==> config.mk <==
export PLATFORM = sky130hd
export DESIGN_NAME = ws2812b_receiver
export DESIGN_NICKNAME = d
export VERILOG_FILES = /design/src/rtl/ws2812b_receiver.sv
export SDC_FILE = /design/constraint.sdc
export NUM_CORES = 1
export LEC_CHECK = 0
export BUFFER_PORTS_ARGS = -buffer_cell sky130_fd_sc_hd__buf_2
export CAP_MARGIN = 15
export CORE_ASPECT_RATIO = 1.75
export CORE_UTILIZATION = 55
export CTS_CLUSTER_SIZE = 30
export DETAILED_ROUTE_END_ITERATION = 10
export PLACE_DENSITY_LB_ADDON = 0.1
export SLEW_MARGIN = 20
export SYNTH_ARGS = -nofsm -noshare
export SYNTH_HDL_FRONTEND = slang
export SYNTH_SLANG_ARGS = --single-unit
==> constraint.sdc <==
create_clock -name clk -period 2.9 [get_ports clk]
set_input_delay 0.435 -clock clk [delete_from_list [all_inputs] [get_ports clk]]
set_output_delay 0.435 -clock clk [all_outputs]
set_load 0.005 [all_outputs]
==> src/rtl/ws2812b_receiver.sv <==
// rtl/ws2812b_receiver.sv - WS2812B NRZ line decoder producing per-LED GRB pixels and frame strobes
module ws2812b_receiver #(
  parameter int NB_LEDS    = 12,
  parameter int T_MIN_HIGH = 5,
  parameter int T_THRESH   = 30,
  parameter int T_MAX_HIGH = 60,
  parameter int T_RESET    = 2500
) (
  input  logic       clk,
  input  logic       reset_n,
  input  logic       data_ws2812b,
  output logic [7:0] red,
  output logic [7:0] green,
  output logic [7:0] blue,
  output logic [7:0] address,
  output logic       pixel_valid,
  output logic       frame_done,
  output logic [7:0] pixel_count,
  output logic       error,
  output logic       busy
);

  localparam int CW = 12;
  localparam logic [CW-1:0] T_MIN_HIGH_C = CW'(T_MIN_HIGH);
  localparam logic [CW-1:0] T_THRESH_C   = CW'(T_THRESH);
  localparam logic [CW-1:0] T_MAX_HIGH_C = CW'(T_MAX_HIGH);
  localparam logic [CW-1:0] T_RESET_C    = CW'(T_RESET);
  localparam logic [7:0]    NB_LEDS_C    = 8'(NB_LEDS);

  typedef enum logic [1:0] {SYNC_WAIT, IDLE, HIGH, LOW} state_t;

  state_t        state, state_nx;
  logic          sync1, din_s;
  logic [CW-1:0] cnt, cnt_nx, cnt_inc;
  logic [23:0]   sr, sr_nx;
  logic [4:0]    bit_cnt, bit_cnt_nx;
  logic [7:0]    pixel_idx, pixel_idx_nx;
  logic [7:0]    pend_addr;
  logic          busy_nx, px_fire, px_pend, done_nx, err_nx;

  // One counter serves as high width, low width or resync length depending on state.
  assign cnt_inc = (cnt == '1) ? cnt : cnt + 1'b1;

  always_comb begin
    state_nx     = state;
    cnt_nx       = cnt;
    sr_nx        = sr;
    bit_cnt_nx   = bit_cnt;
    pixel_idx_nx = pixel_idx;
    busy_nx      = busy;
    px_fire      = 1'b0;
    done_nx      = 1'b0;
    err_nx       = 1'b0;
    case (state)
      SYNC_WAIT: begin
        if (din_s) begin
          cnt_nx = '0;
        end else if (cnt_inc >= T_RESET_C) begin
          state_nx = IDLE;
          cnt_nx   = '0;
        end else begin
          cnt_nx = cnt_inc;
        end
      end
      IDLE: begin
        if (din_s) begin
          state_nx = HIGH;
          cnt_nx   = CW'(1);
          busy_nx  = 1'b1;
        end
      end
      HIGH: begin
        if ((din_s && cnt_inc > T_MAX_HIGH_C) || (!din_s && cnt < T_MIN_HIGH_C)) begin
          state_nx     = SYNC_WAIT;
          cnt_nx       = din_s ? '0 : CW'(1);
          err_nx       = 1'b1;
          busy_nx      = 1'b0;
          pixel_idx_nx = '0;
          bit_cnt_nx   = '0;
        end else if (din_s) begin
          cnt_nx = cnt_inc;
        end else begin
          sr_nx    = {sr[22:0], (cnt >= T_THRESH_C)};
          state_nx = LOW;
          cnt_nx   = CW'(1);
          if (bit_cnt == 5'd23) begin
            bit_cnt_nx = '0;
            px_fire    = (pixel_idx < NB_LEDS_C);
            if (pixel_idx != 8'hFF) pixel_idx_nx = pixel_idx + 8'd1;
          end else begin
            bit_cnt_nx = bit_cnt + 5'd1;
          end
        end
      end
      LOW: begin
        if (din_s) begin
          state_nx = HIGH;
          cnt_nx   = CW'(1);
        end else if (cnt_inc >= T_RESET_C) begin
          // A dangling partial pixel is flagged alongside the frame end.
          state_nx     = IDLE;
          cnt_nx       = '0;
          done_nx      = 1'b1;
          err_nx       = (bit_cnt != 5'd0);
          busy_nx      = 1'b0;
          pixel_idx_nx = '0;
          bit_cnt_nx   = '0;
        end else begin
          cnt_nx = cnt_inc;
        end
      end
      default: state_nx = SYNC_WAIT;
    endcase
  end

  always_ff @(posedge clk or negedge reset_n) begin
    if (!reset_n) begin
      sync1     <= 1'b0;
      din_s     <= 1'b0;
      state     <= SYNC_WAIT;
      cnt       <= '0;
      sr        <= '0;
      bit_cnt   <= '0;
      pixel_idx <= '0;
      busy      <= 1'b0;
      px_pend   <= 1'b0;
      pend_addr <= '0;
    end else begin
      sync1     <= data_ws2812b;
      din_s     <= sync1;
      state     <= state_nx;
      cnt       <= cnt_nx;
      sr        <= sr_nx;
      bit_cnt   <= bit_cnt_nx;
      pixel_idx <= pixel_idx_nx;
      busy      <= busy_nx;
      px_pend   <= px_fire;
      if (px_fire) pend_addr <= pixel_idx;
    end
  end

  // sr is stable for at least one cycle after the 24th bit, so it is read here directly.
  always_ff @(posedge clk or negedge reset_n) begin
    if (!reset_n) begin
      red         <= '0;
      green       <= '0;
      blue        <= '0;
      address     <= '0;
      pixel_valid <= 1'b0;
      frame_done  <= 1'b0;
      pixel_count <= '0;
      error       <= 1'b0;
    end else begin
      pixel_valid <= px_pend;
      if (px_pend) begin
        green   <= sr[23:16];
        red     <= sr[15:8];
        blue    <= sr[7:0];
        address <= pend_addr;
      end
      frame_done <= done_nx;
      if (done_nx) pixel_count <= pixel_idx;
      error <= err_nx;
    end
  end

endmodule

Word level (Yosys, flattened, before mapping) --
Index checks and enable logic that the tools add are counted.
Word-level totals: output and inout port bits 44, input bits 3, flip-flop bits (word level) 106
Operators by class: add/sub/neg operators 3, order comparisons 5, muxes and demuxes 45, reductions and logical operators 13, bitwise operators 2, equality and inequality tests 14
Operators by type and width (number):
- two-way mux 12 bit | 7
- two-way mux 8 bit | 6
- one-hot mux 12 bit (4 select lines) | 1
- two-way mux 5 bit | 5
- one-hot mux 8 bit (2 select lines) | 1
- two-way mux 1 bit | 15
- adder 12 x 1 -> 12 bit, second input constant | 1
- == test 12 bit, second input constant | 1
- >= comparator 12 bit, second input constant | 1
- >= comparator 12 x 5 -> 1 bit, second input constant | 1
- greater-than comparator 12 x 6 -> 1 bit, second input constant | 1
- < comparator 12 x 3 -> 1 bit, second input constant | 1
- two-way mux 2 bit | 6
- != test 2 bit, second input constant | 5
- one-hot mux 5 bit (2 select lines) | 1
- != test 3 bit, second input constant | 3
- adder 8 x 1 -> 8 bit, second input constant | 1
- < comparator 8 x 4 -> 1 bit, second input constant | 1
- != test 8 bit, second input constant | 1
- one-hot mux 2 bit (4 select lines) | 1
- AND reduction 3 bit | 2
- AND reduction 6 bit | 1
- adder 5 x 1 -> 5 bit, second input constant | 1
- == test 5 bit, second input constant | 1
- other kinds (14) | 17

Logic depth before layout (Yosys ltp) --
depth in word-level cells 7, depth in mapped cells 11, gate-level depth less buffers 9

Worst setup path before layout --
Ideal clock, no wire load.
path kind register to register, start point register cnt[1], end point register pixel_idx[1], clock period less this slack 2366 ps, arrival time 2287 ps, setup slack 534 ps, cell stages (with the launch flop) 12, cells stage by stage dfrtp_1 clkbuf_1 inv_1 ha_1 o21ai_0 a311oi_1 nand4_1 and3_4 a22oi_4 o21a_1 buf_6 mux2i_1
On the way: longest elaborated chain between the ends 7, elaborated cells on any way between the ends 16, classes of those cells add/sub (1); order compare (3); eq/ne (5); mux (3); reduce/logical (4)
RTL lines:
- start, declared | RTL line 34 | logic [CW-1:0] cnt, cnt_nx, cnt_inc;
- start signal, assigned | RTL line 132 | cnt <= cnt_nx;
- adder 12 x 1 -> 12 bit or == test 12 bit (tied branches) | RTL line 42 | assign cnt_inc = (cnt == '1) ? cnt : cnt + 1'b1;
- two-way mux 12 bit | RTL line 42
- greater-than comparator 12 x 6 -> 1 bit | RTL line 73 | if ((din_s && cnt_inc > T_MAX_HIGH_C) || (!din_s && cnt < T_MIN_HIGH_C)) begin
- logical AND 1 bit | RTL line 73
- logical OR 1 bit | RTL line 73
- != test 3 bit (no line) or two-way mux 8 bit (tied branches)
- AND reduction 6 bit (no line) or one-hot mux 8 bit (2 select lines) (tied branches)
- end signal, assigned | RTL line 135 | pixel_idx <= pixel_idx_nx;
- end, declared | RTL line 37 | logic [7:0] pixel_idx, pixel_idx_nx;
Parallel ways exist; a longest one is shown, timed or not. A chain may end at the register's enable or synchronous reset.

Worst setup path after layout --
Ends and elaborated chain as after synthesis.

==> impl_results.md <==
* Outcome: complete, no violations
* Initial DRC Count at around 260
* CP endpoint kind: flip-flop
* Setup Viol. Count Final at 0
* Final #Nets at 551
* HP Class: input pin to async pin
* I/O Pins at 47
* RePlAce Congestion at 0.909
* DR WL/cell at around 17 µm
* Skew-Pair Late Insertion Delay at 0.35 ns
* Die area at 0.00950 mm²
* Most common cell in the netlist: nand2_1
* DRC at 0
* CP required at 3.17 ns
* Largest net degree at the start of global routing at 50
* N_diodes at 0
* Fmax at ~370 MHz
* Yosys top cell area share at a little over half
* Die Y at approximately 130 µm
* Max-cap violations at 0
* Core Area at 0.00873 mm²
* Initial antenna violation count at 0
* Critical path type: flip-flop to flip-flop
* Clk sinks at 106
* Number of global-route vias before repair at 3884
* Synth Register Bits at 106
* CTS Buf Count at 9
* Root Driver: clkbuf_16
* Setup repair after global routing missed its margin: no
* Mapped Avg Cell Area at 10.4 µm²
* Cts hold-fix bufs at 0
* Core Util, Final at 66.7%
* Distinct cells, synth at 62
* Final worst-path cycle share at 92.9%
* Vias at 3838
* Max VDD drop at around 0.35 mV
* Max Slew Vio Count at 0
* Final WL at 11100 µm
* Area Overhead vs Synth at 16.3%
* GRT overflow at 0
* Crit path to: pixel_idx[1]
* Total global-route track usage at 25.0%
* Top cells by area, synth: dfrtp_1 53%, nand2_1 8.6%, mux2_2 7.9%, a31oi_1 1.9%, nand3_1 1.6%
* Die width at 74.1 µm
* Clk_skew at 0.00917 ns
* Worst rel slew slack at 39.1%
* CTS tree: done
* Minimum clock period at 2.69 ns
* Largest area contributor in the netlist: dfrtp_1
* FF-to-FF Start: cnt[1]
* Pre-antenna DRT Iters at 4
* Worst reg-to-reg setup slack at 0.21 ns
* First-pass GRT wire length at ~18000 µm
* Async S/R FF share, synth at 100%
* Final hold vios at 0
* CP startpoint kind: flip-flop
* Power Density at 492 mW/mm²
* PortBufs at 46
* Main synth FF type: dfrtp_1
* CTS H-Tree Depth at 3
* Setup crit start: cnt[1]
* Initial Util at 57.4%
* YS warnings at 0
* Total Neg Setup Slack at 0 ns
* Critical Path AT at 2.97 ns
* Synth cell count leaders: 115 x nand2_1, 106 x dfrtp_1, 35 x mux2_2, 18 x nor2_1, 16 x nand3_1
* Syn Nets at around 500
* Fraction of layout cells with a size suffix above 1 at 27.1%
* Sequential fraction of the synthesis area at a little over half
* Max clock buf depth at 2
* R2R depth at 9
* Number of flops mapped to enable cells by yosys at 0
* Final HPWL DP at 7870 µm
* Cells after synthesis at just under 500
* Cell area after synthesis at 0.00501 mm²
* Vias/cell at ~5.8
* FF-to-FF End: pixel_idx[1]
* Slew of the pin with the lowest slew margin at 0.910 ns
* Reg clk slew, reported paths at 0.07 ns
* Post-DRT Antenna Nets at 0
* FP Rows at 45
* Leak pwr at 3.03 nW
* Worst Path Max Fanout at 8
-- flip-flops by register name, indices dropped and copies added (netlist names), 2 cells and up --
signal       cells
sr              24
pixel_count      8
address          8
green            8
cnt             12
state            2
pend_addr        8
bit_cnt          5
red              8
blue             8
pixel_idx        8
-- per-stage QoR --
stage | power [mW] | std cells | cell area (µm²) | hold WS [ns] | setup WS, ns
after floorplan | 1.56 | 483 | 5010 | 0.139 | 0.534
after global placement | 1.62 | 648 | 5500 | 0.332 | 0.127
after detailed placement | 1.62 | 648 | 5500 | 0.345 | 0.0402
after CTS | 2.90 | 664 | 5820 | 0.126 | 0.0302
after global routing | 2.95 | 664 | 5820 | 0.146 | 0.0177
final | 2.86 | 664 | 5820 | 0.100 | 0.207
-- report_power, final --
group / internal [mW] / leakage, nW / total (mW) / switching, mW
combinational: 0.0295 / 1.40 / 0.0943 / 0.0648
clock: 0.693 / 0.155 / 1.28 / 0.583
sequential: 1.48 / 1.47 / 1.49 / 0.00979
-- cells in the final DEF (no fill, tap or decap), drive strengths merged, types with 3 or more instances in the layout --
cell type / count
a21boi: 5
a21oi: 16
a22o: 5
a31oi: 19
a41oi: 4
and2: 10
and3: 7
and4: 3
buf: 78
clkbuf: 9
clkinv: 4
dfrtp: 106
ha: 6
inv: 17
mux2: 35
mux2i: 7
nand2: 116
nand2b: 5
nand3: 16
nand4: 9
nor2: 18
nor3: 4
o2111ai: 3
o21ai: 12
-- area by class of cell --
type / instances / area (µm²)
fill: 691 / 2910
sequential: 106 / 2650
multi-input combinational: 332 / 2150
timing repair buffer: 78 / 498
clock buffer: 9 / 225
tap: 117 / 146
clock inverter: 7 / 92.6
inverter: 15 / 56.3
-- worst max-delay path, stage by stage (launching register included) --
cell     delay (ns)
dfrtp_1        0.45
ha_1           0.24
and2_1         0.20
a41oi_1        0.27
xor2_1         0.25
nand4_1        0.21
and3_4         0.26
a31oi_2        0.23
o21a_2         0.29
mux2i_1        0.20
-- repair_timing --
action / CTS / global route
endpoints found under the hold margin: 0 / 0
setup endpoints to repair: 0 / 12
gates resized for setup: 0 / 2
buffers inserted: 0 / 0
-- logic make-up (layout without fill, tap and decap cells) --
family          count (synthesis)  count (layout)  share of synthesized area [%]
flops                         106             106                           53.0
buf+inv                        45             109                           4.30
fa+ha+maj                       6               6                           1.50
simple gates                  197             197                           18.7
xor+xnor                        3               3                          0.525
mux                            42              42                           9.27
compound gates                 84              84                           12.7
-- metal layers --
metal	vias to the layer above	track usage (%)	wire length, µm
met3	28	4.01	387
met2	101	42.1	5880
met4	0	12.0	299
li1	1808	-	-
met5	-	0	0
met1	1901	30.5	4540
-- worst min-delay path by stage --
stage	start	endpoint	slack, ns
2_1_floorplan	reset_n	address[0]	0.14
3_3_place_gp	sync1	din_s	0.33
3_5_place_dp	sync1	din_s	0.35
4_1_cts	reset_n	green[6]	0.13
5_1_grt	reset_n	green[6]	0.15
6_report	reset_n	green[6]	0.10
Power figures use the tool's default switching activity.
